## src/rtl/snake_game_ctrl_if.sv

```systemverilog
// Control/handshake bundle between the snake game-flow controller and the
// food, render and snake-body units.
interface snake_game_ctrl_if #(
    parameter int SCORE_W = 8
);
    // Requests are level signals: food_req/render_req stay high until the unit
    // answers with a one-cycle food_ack/render_done. move_en is a single-cycle step.
    // collided/food_eaten are only sampled while the controller is in CHECK.
    logic                start;
    logic                pause;
    logic [1:0]          dir_in;
    logic                food_ack;
    logic                render_done;
    logic                collided;
    logic                food_eaten;
    logic                clear;
    logic                board_rst;
    logic                food_req;
    logic                render_req;
    logic                move_en;
    logic                game_over;
    logic [1:0]          dir_out;
    logic [SCORE_W-1:0]  score;
    logic [3:0]          level;
    logic [3:0]          lives_left;
    logic [3:0]          state_out;

    modport master (
        input  start, pause, dir_in, food_ack, render_done, collided, food_eaten,
        output clear, board_rst, food_req, render_req, move_en, game_over,
               dir_out, score, level, lives_left, state_out
    );

    modport slave (
        output start, pause, dir_in, food_ack, render_done, collided, food_eaten,
        input  clear, board_rst, food_req, render_req, move_en, game_over,
               dir_out, score, level, lives_left, state_out
    );
endinterface

```

## src/rtl/snake_game_ctrl.sv

```systemverilog
// Snake game-flow controller: lives, saturating score, score-driven speed
// levels with an internal move timer, pause and a reversal-rejecting direction latch.
module snake_game_ctrl #(
    parameter int SCORE_W       = 8,
    parameter int LIVES         = 3,
    parameter int TICK_BASE     = 50,
    parameter int TICK_STEP     = 5,
    parameter int LEVEL_MAX     = 7,
    parameter int PTS_PER_LEVEL = 4
) (
    input logic               clk,
    input logic               rst,
    snake_game_ctrl_if.master bus
);
    localparam int TIMER_W = $clog2(TICK_BASE + 1);
    localparam int PTS_W   = $clog2(PTS_PER_LEVEL + 1);
    localparam logic [SCORE_W-1:0] SCORE_MAX = '1;

    typedef enum logic [3:0] {
        S_IDLE    = 4'd0,
        S_START   = 4'd1,
        S_GENFOOD = 4'd2,
        S_RENDER  = 4'd3,
        S_WAIT    = 4'd4,
        S_MOVE    = 4'd5,
        S_CHECK   = 4'd6,
        S_PAUSE   = 4'd7,
        S_OVER    = 4'd8
    } state_t;

    state_t               state_q;
    logic [SCORE_W-1:0]   score_q;
    logic [3:0]           level_q;
    logic [3:0]           lives_q;
    logic [PTS_W-1:0]     pts_q;
    logic [TIMER_W-1:0]   timer_q;
    logic [1:0]           dir_q;
    logic [1:0]           pend_q;

    logic [TIMER_W-1:0]   period_m1;
    logic                 capture_en;
    logic                 is_rev;
    logic [1:0]           pend_nxt;

    always_comb begin
        period_m1 = TIMER_W'(TICK_BASE - (int'(level_q) * TICK_STEP) - 1);
    end

    // A reversal keeps the vertical/horizontal axis but flips the sense.
    always_comb begin
        capture_en = (state_q != S_IDLE) && (state_q != S_PAUSE) && (state_q != S_OVER);
        is_rev     = (bus.dir_in[1] == dir_q[1]) && (bus.dir_in[0] != dir_q[0]);
        pend_nxt   = pend_q;
        if (capture_en && !is_rev) pend_nxt = bus.dir_in;
    end

    always_ff @(posedge clk) begin
        if (rst) begin
            state_q <= S_IDLE;
            score_q <= '0;
            level_q <= '0;
            lives_q <= 4'(LIVES);
            pts_q   <= '0;
            timer_q <= '0;
            dir_q   <= 2'b11;
            pend_q  <= 2'b11;
        end else begin
            pend_q <= pend_nxt;
            case (state_q)
                S_IDLE, S_OVER: begin
                    if (bus.start) begin
                        state_q <= S_START;
                        score_q <= '0;
                        level_q <= '0;
                        pts_q   <= '0;
                        lives_q <= 4'(LIVES);
                    end
                end
                S_START: begin
                    dir_q   <= 2'b11;
                    pend_q  <= 2'b11;
                    state_q <= S_GENFOOD;
                end
                S_GENFOOD: if (bus.food_ack) state_q <= S_RENDER;
                S_RENDER: begin
                    if (bus.render_done) begin
                        state_q <= S_WAIT;
                        timer_q <= '0;
                    end
                end
                S_WAIT: begin
                    if (bus.pause) begin
                        state_q <= S_PAUSE;
                    end else if (timer_q == period_m1) begin
                        // Commit the latched direction so dir_out is stable during move_en.
                        state_q <= S_MOVE;
                        dir_q   <= pend_nxt;
                    end else begin
                        timer_q <= timer_q + TIMER_W'(1);
                    end
                end
                S_PAUSE: if (bus.pause) state_q <= S_WAIT;
                S_MOVE:  state_q <= S_CHECK;
                S_CHECK: begin
                    if (bus.collided) begin
                        lives_q <= lives_q - 4'd1;
                        state_q <= (lives_q == 4'd1) ? S_OVER : S_START;
                    end else if (bus.food_eaten) begin
                        if (score_q != SCORE_MAX) score_q <= score_q + SCORE_W'(1);
                        if (pts_q == PTS_W'(PTS_PER_LEVEL - 1)) begin
                            pts_q <= '0;
                            if (level_q < 4'(LEVEL_MAX)) level_q <= level_q + 4'd1;
                        end else begin
                            pts_q <= pts_q + PTS_W'(1);
                        end
                        state_q <= S_GENFOOD;
                    end else begin
                        state_q <= S_RENDER;
                    end
                end
                default: state_q <= S_IDLE;
            endcase
        end
    end

    assign bus.clear      = (state_q == S_IDLE);
    assign bus.board_rst  = (state_q == S_START);
    assign bus.food_req   = (state_q == S_GENFOOD);
    assign bus.render_req = (state_q == S_RENDER);
    assign bus.move_en    = (state_q == S_MOVE);
    assign bus.game_over  = (state_q == S_OVER);
    assign bus.dir_out    = dir_q;
    assign bus.score      = score_q;
    assign bus.level      = level_q;
    assign bus.lives_left = lives_q;
    assign bus.state_out  = state_q;
endmodule

```

## src/flat_wrapper.sv

```systemverilog
// flat-port wrapper written by rule: the top's interface ports become plain ports
module snake_game_ctrl_flat 
#(
    parameter int SCORE_W       = 8,
    parameter int LIVES         = 3,
    parameter int TICK_BASE     = 50,
    parameter int TICK_STEP     = 5,
    parameter int LEVEL_MAX     = 7,
    parameter int PTS_PER_LEVEL = 4
)
  (clk, rst, bus_start, bus_pause, bus_dir_in, bus_food_ack, bus_render_done, bus_collided, bus_food_eaten, bus_clear, bus_board_rst, bus_food_req, bus_render_req, bus_move_en, bus_game_over, bus_dir_out, bus_score, bus_level, bus_lives_left, bus_state_out);
  snake_game_ctrl_if #(.SCORE_W(SCORE_W)) bus_i ();
  input logic clk;
  input logic rst;
  input wire logic [$bits(bus_i.start)-1:0] bus_start;
  input wire logic [$bits(bus_i.pause)-1:0] bus_pause;
  input wire logic [$bits(bus_i.dir_in)-1:0] bus_dir_in;
  input wire logic [$bits(bus_i.food_ack)-1:0] bus_food_ack;
  input wire logic [$bits(bus_i.render_done)-1:0] bus_render_done;
  input wire logic [$bits(bus_i.collided)-1:0] bus_collided;
  input wire logic [$bits(bus_i.food_eaten)-1:0] bus_food_eaten;
  output wire logic [$bits(bus_i.clear)-1:0] bus_clear;
  output wire logic [$bits(bus_i.board_rst)-1:0] bus_board_rst;
  output wire logic [$bits(bus_i.food_req)-1:0] bus_food_req;
  output wire logic [$bits(bus_i.render_req)-1:0] bus_render_req;
  output wire logic [$bits(bus_i.move_en)-1:0] bus_move_en;
  output wire logic [$bits(bus_i.game_over)-1:0] bus_game_over;
  output wire logic [$bits(bus_i.dir_out)-1:0] bus_dir_out;
  output wire logic [$bits(bus_i.score)-1:0] bus_score;
  output wire logic [$bits(bus_i.level)-1:0] bus_level;
  output wire logic [$bits(bus_i.lives_left)-1:0] bus_lives_left;
  output wire logic [$bits(bus_i.state_out)-1:0] bus_state_out;
  assign bus_i.start = bus_start;
  assign bus_i.pause = bus_pause;
  assign bus_i.dir_in = bus_dir_in;
  assign bus_i.food_ack = bus_food_ack;
  assign bus_i.render_done = bus_render_done;
  assign bus_i.collided = bus_collided;
  assign bus_i.food_eaten = bus_food_eaten;
  assign bus_clear = bus_i.clear;
  assign bus_board_rst = bus_i.board_rst;
  assign bus_food_req = bus_i.food_req;
  assign bus_render_req = bus_i.render_req;
  assign bus_move_en = bus_i.move_en;
  assign bus_game_over = bus_i.game_over;
  assign bus_dir_out = bus_i.dir_out;
  assign bus_score = bus_i.score;
  assign bus_level = bus_i.level;
  assign bus_lives_left = bus_i.lives_left;
  assign bus_state_out = bus_i.state_out;
  snake_game_ctrl #(.SCORE_W(SCORE_W), .LIVES(LIVES), .TICK_BASE(TICK_BASE), .TICK_STEP(TICK_STEP), .LEVEL_MAX(LEVEL_MAX), .PTS_PER_LEVEL(PTS_PER_LEVEL)) u_core (.clk(clk), .rst(rst), .bus(bus_i));
endmodule
```

## config.mk

```make
export PLATFORM = sky130hd
export DESIGN_NAME = snake_game_ctrl_flat
export DESIGN_NICKNAME = d
export VERILOG_FILES = /design/src/rtl/snake_game_ctrl_if.sv /design/src/rtl/snake_game_ctrl.sv /design/src/flat_wrapper.sv
export SDC_FILE = /design/constraint.sdc
export NUM_CORES = 1
export LEC_CHECK = 0
export BUFFER_PORTS_ARGS = -buffer_cell sky130_fd_sc_hd__buf_2
export CAP_MARGIN = 30
export CORE_ASPECT_RATIO = 0.9
export CORE_MARGIN = 2
export CORE_UTILIZATION = 26
export CTS_CLUSTER_SIZE = 10
export DETAILED_ROUTE_END_ITERATION = 12
export PLACE_DENSITY = 0.41
export SETUP_SLACK_MARGIN = 0.3
export SLEW_MARGIN = 20
export SYNTH_ARGS = -nofsm -noshare
export SYNTH_HDL_FRONTEND = slang
export SYNTH_SLANG_ARGS = --single-unit
export TNS_END_PERCENT = 10
```

## constraint.sdc

```tcl
create_clock -name clk -period 3.3 [get_ports clk]
set_input_delay 0.495 -clock clk [delete_from_list [all_inputs] [get_ports clk]]
set_output_delay 0.495 -clock clk [all_outputs]
set_load 0.02 [all_outputs]
```

==> results.tsv <==
metric	value	unit
numCtsBuffers	5	
drv_cap	0	
start_kind	flop	
grt_usage	12.0	%
crit_type	flop to flop	
tightest_slew	0.633	ns
holdPathStages	1	
critPathTopFamily	adder cells	
viasPerCell	4.78	
critPathArrivalTime	3.02	ns
ios	38	
yosysTopAreaCell	dfxtp_1	
portBuffers	37	
yosysWarnings	0	
finalCriticalPeriod	2.84	ns
synth_area	0.00203	mm2
grt_max_degree	28	
area_growth	17.5	%
path_buf_inv	1	
start_util	26.9	%
place_inst	366	
avgSynthCellArea	8.43	um2
stdcell_count	374	
placementRows	30	
end_kind	flop	
fmax	352	MHz
die_area	0.00854	mm2
hold_class	flop to flop	
num_vias	1789	
slowest_delay	0.46	ns
path_common_cell	ha_1	
grt_pass1_vias	1634	
finalMaxSlewViolations	0	
drive_above_1_share	18.3	%
antenna_found_initial	0	
path_clk_slew	0.07	ns
cts_setup_buffers	0	
overflow	0	
ant_nets	0	
worstPathRequired	3.48	ns
cts_hold_buf	0	
cts.sinks	33	
dr.pass1.iters	4	
synthDistinctLibCells	49	
cp.depth	10	
path_cells	ha_1 > inv_1 > ha_1 > fa_1 > xor2_1 > nor4_1 > o211ai_2 > nand2_2 > o2bb2ai_1 > mux2_1	
syn_nets	264	
place_area	0.00230	mm2
drt_iter0_drc	68	
min_period_over_period	86.1	%
cp_slowest_cell	dfxtp_1	
ys_ff_latch	33	
irDropWorstVdd	0.327	mV
layout_common_cells	buf_2 (37), dfxtp_1 (33), nor2_1 (23), a21oi_1 (17), nand2b_1 (16)	
drcViolationCount	0	
rsz0062_at_grt	false	
core-area	0.00754	mm2
relSlewSlack	57.5	%
critPathMaxFanout	8	
final_common_cell	buf_2	
setup_tns	0	ns
totalWireLength	4.96	mm
die_h	87.9	um
tritoncts	built	
status	completed	
power_density	547	mW/mm2
cts_buffer_depth	2	
clock_skew	0.00467	ns
final_area	0.00239	mm2
whs	0.480	ns
htree_levels	2	
grt_pass1_wl	8.29	mm
clock_latency	0.28	ns
globalplace.congestion	0.717	
antenna_cells	0	
yosys.area.top_type_share	32.5	%
total_leakage_power	1.03	nW
synthCells	241	
fin_nets	300	
dp_hpwl	3.59	mm
r2r_cells	10	
wl_per_cell	13.3	um
final-hold-violation-count	0	
setup_viol	0	
cts_root_buf	clkbuf_8	
ys_top_cells_by_area	dfxtp_1 (33%), ha_1 (7.4%), nand2b_1 (4.9%)	
ys_seq_area_share	32.5	%
dieWidth	97.2	um
finish.utilization	31.6	%
[timing repair]
action,in CTS,in global routing
setup endpoints to repair,0,4
gates resized for setup,0,1
hold endpoints to repair,0,0
[per-stage QoR]
| stage | worst slack [ns] | total power [W] |
|---|---|---|
| after floorplan | 0.609 | 0.000880 |
| after detailed placement | 0.467 | 0.00101 |
| final | 0.459 | 0.00131 |
| after global placement | 0.586 | 0.00102 |
| after global routing | 0.296 | 0.00141 |
| after CTS | 0.463 | 0.00132 |
[worst register-to-register path: stages, from the launching register on]
cell and delay, ns:
dfxtp_1 0.46, ha_1 0.28, inv_1 0.06, ha_1 0.18, fa_1 0.46, xor2_1 0.16
nor4_1 0.23, o211ai_2 0.20, nand2_2 0.18, o2bb2ai_1 0.20, mux2_1 0.35
[cell usage after synthesis, drive strengths merged]
cell type	n
a21o	4
a32o	2
o32a	1
mux2i	4
nand4b	2
clkbuf	6
xor2	11
dfxtp	33
nor4	2
and4b	1
xnor2	4
o21ai	11
and4	2
fa	1
or4	2
nand4	6
nor4b	1
and4bb	1
and3	3
a2111oi	1
mux2	1
inv	14
a21oi	17
nor3	9
o2bb2ai	2
a211o	1
or3	7
nor3b	1
a22oi	3
a41oi	1
nand3	6
nand2	11
nand4bb	1
and2	6
a211oi	2
or4b	1
ha	12
buf	3
o32ai	1
xnor3	1
nand2b	16
nor2	23
o211ai	1
nor2b	3
[cell families after synthesis]
logic type,after synthesis,share of synthesized area (%)
adders and majority gates,13,8.37
and+or+nand+nor,104,29.3
muxes,5,2.52
DFF,33,32.5
AOI/OAI and AO/OA,47,14.9
xor gates and xnor gates,16,7.57
buffers and inverters,23,4.80
[sequential cells by signal (all words and copies together), names as in the netlist]
register,cells
u_core.bus.score,8
u_core.bus.level,4
u_core.bus.dir_out,2
u_core.bus.lives_left,4
u_core.pts_q,3
u_core.bus.state_out,4
u_core.timer_q,6
u_core.pend_q,2
[final cells by class]
cell class              instances  area (um2)
flip-flops and latches         33         661
clock buffers                   6        72.6
multi-input cells             185        1280
well taps                      96         120
repair buffers                 38         193
fillers                       824        5160
inverters                      14        52.6
clock inverters                 2        10.0
[path summary, 6_finish.rpt]
kind	startpoint	endpoint	slack [ns]
worst max-delay path	u_core.bus.level[0]	u_core.bus.state_out[1]	0.46
worst min register to register	u_core.pts_q[2]	u_core.pts_q[2]	0.48
worst min-delay path	u_core.pts_q[2]	u_core.pts_q[2]	0.48
worst max register to register	u_core.bus.level[0]	u_core.bus.state_out[1]	0.46
[metal layers]
layer / track usage, % / routed length, um / up-vias
li1: - / - / 930
met1: 16.2 / 2570 / 828
met2: 18.9 / 2160 / 26
met3: 2.95 / 167 / 5
met4: 3.84 / 64 / 0
met5: 0 / 0 / -
[report_power, final]
part | internal (W) | switching [W] | total [W]
registers | 0.000426 | 0.0000681 | 0.000494
logic | 0.000201 | 0.000312 | 0.000514
clock network | 0.000146 | 0.000152 | 0.000299
total | 0.000774 | 0.000533 | 0.00131
Note: power is estimated with default switching activity, not from simulation.
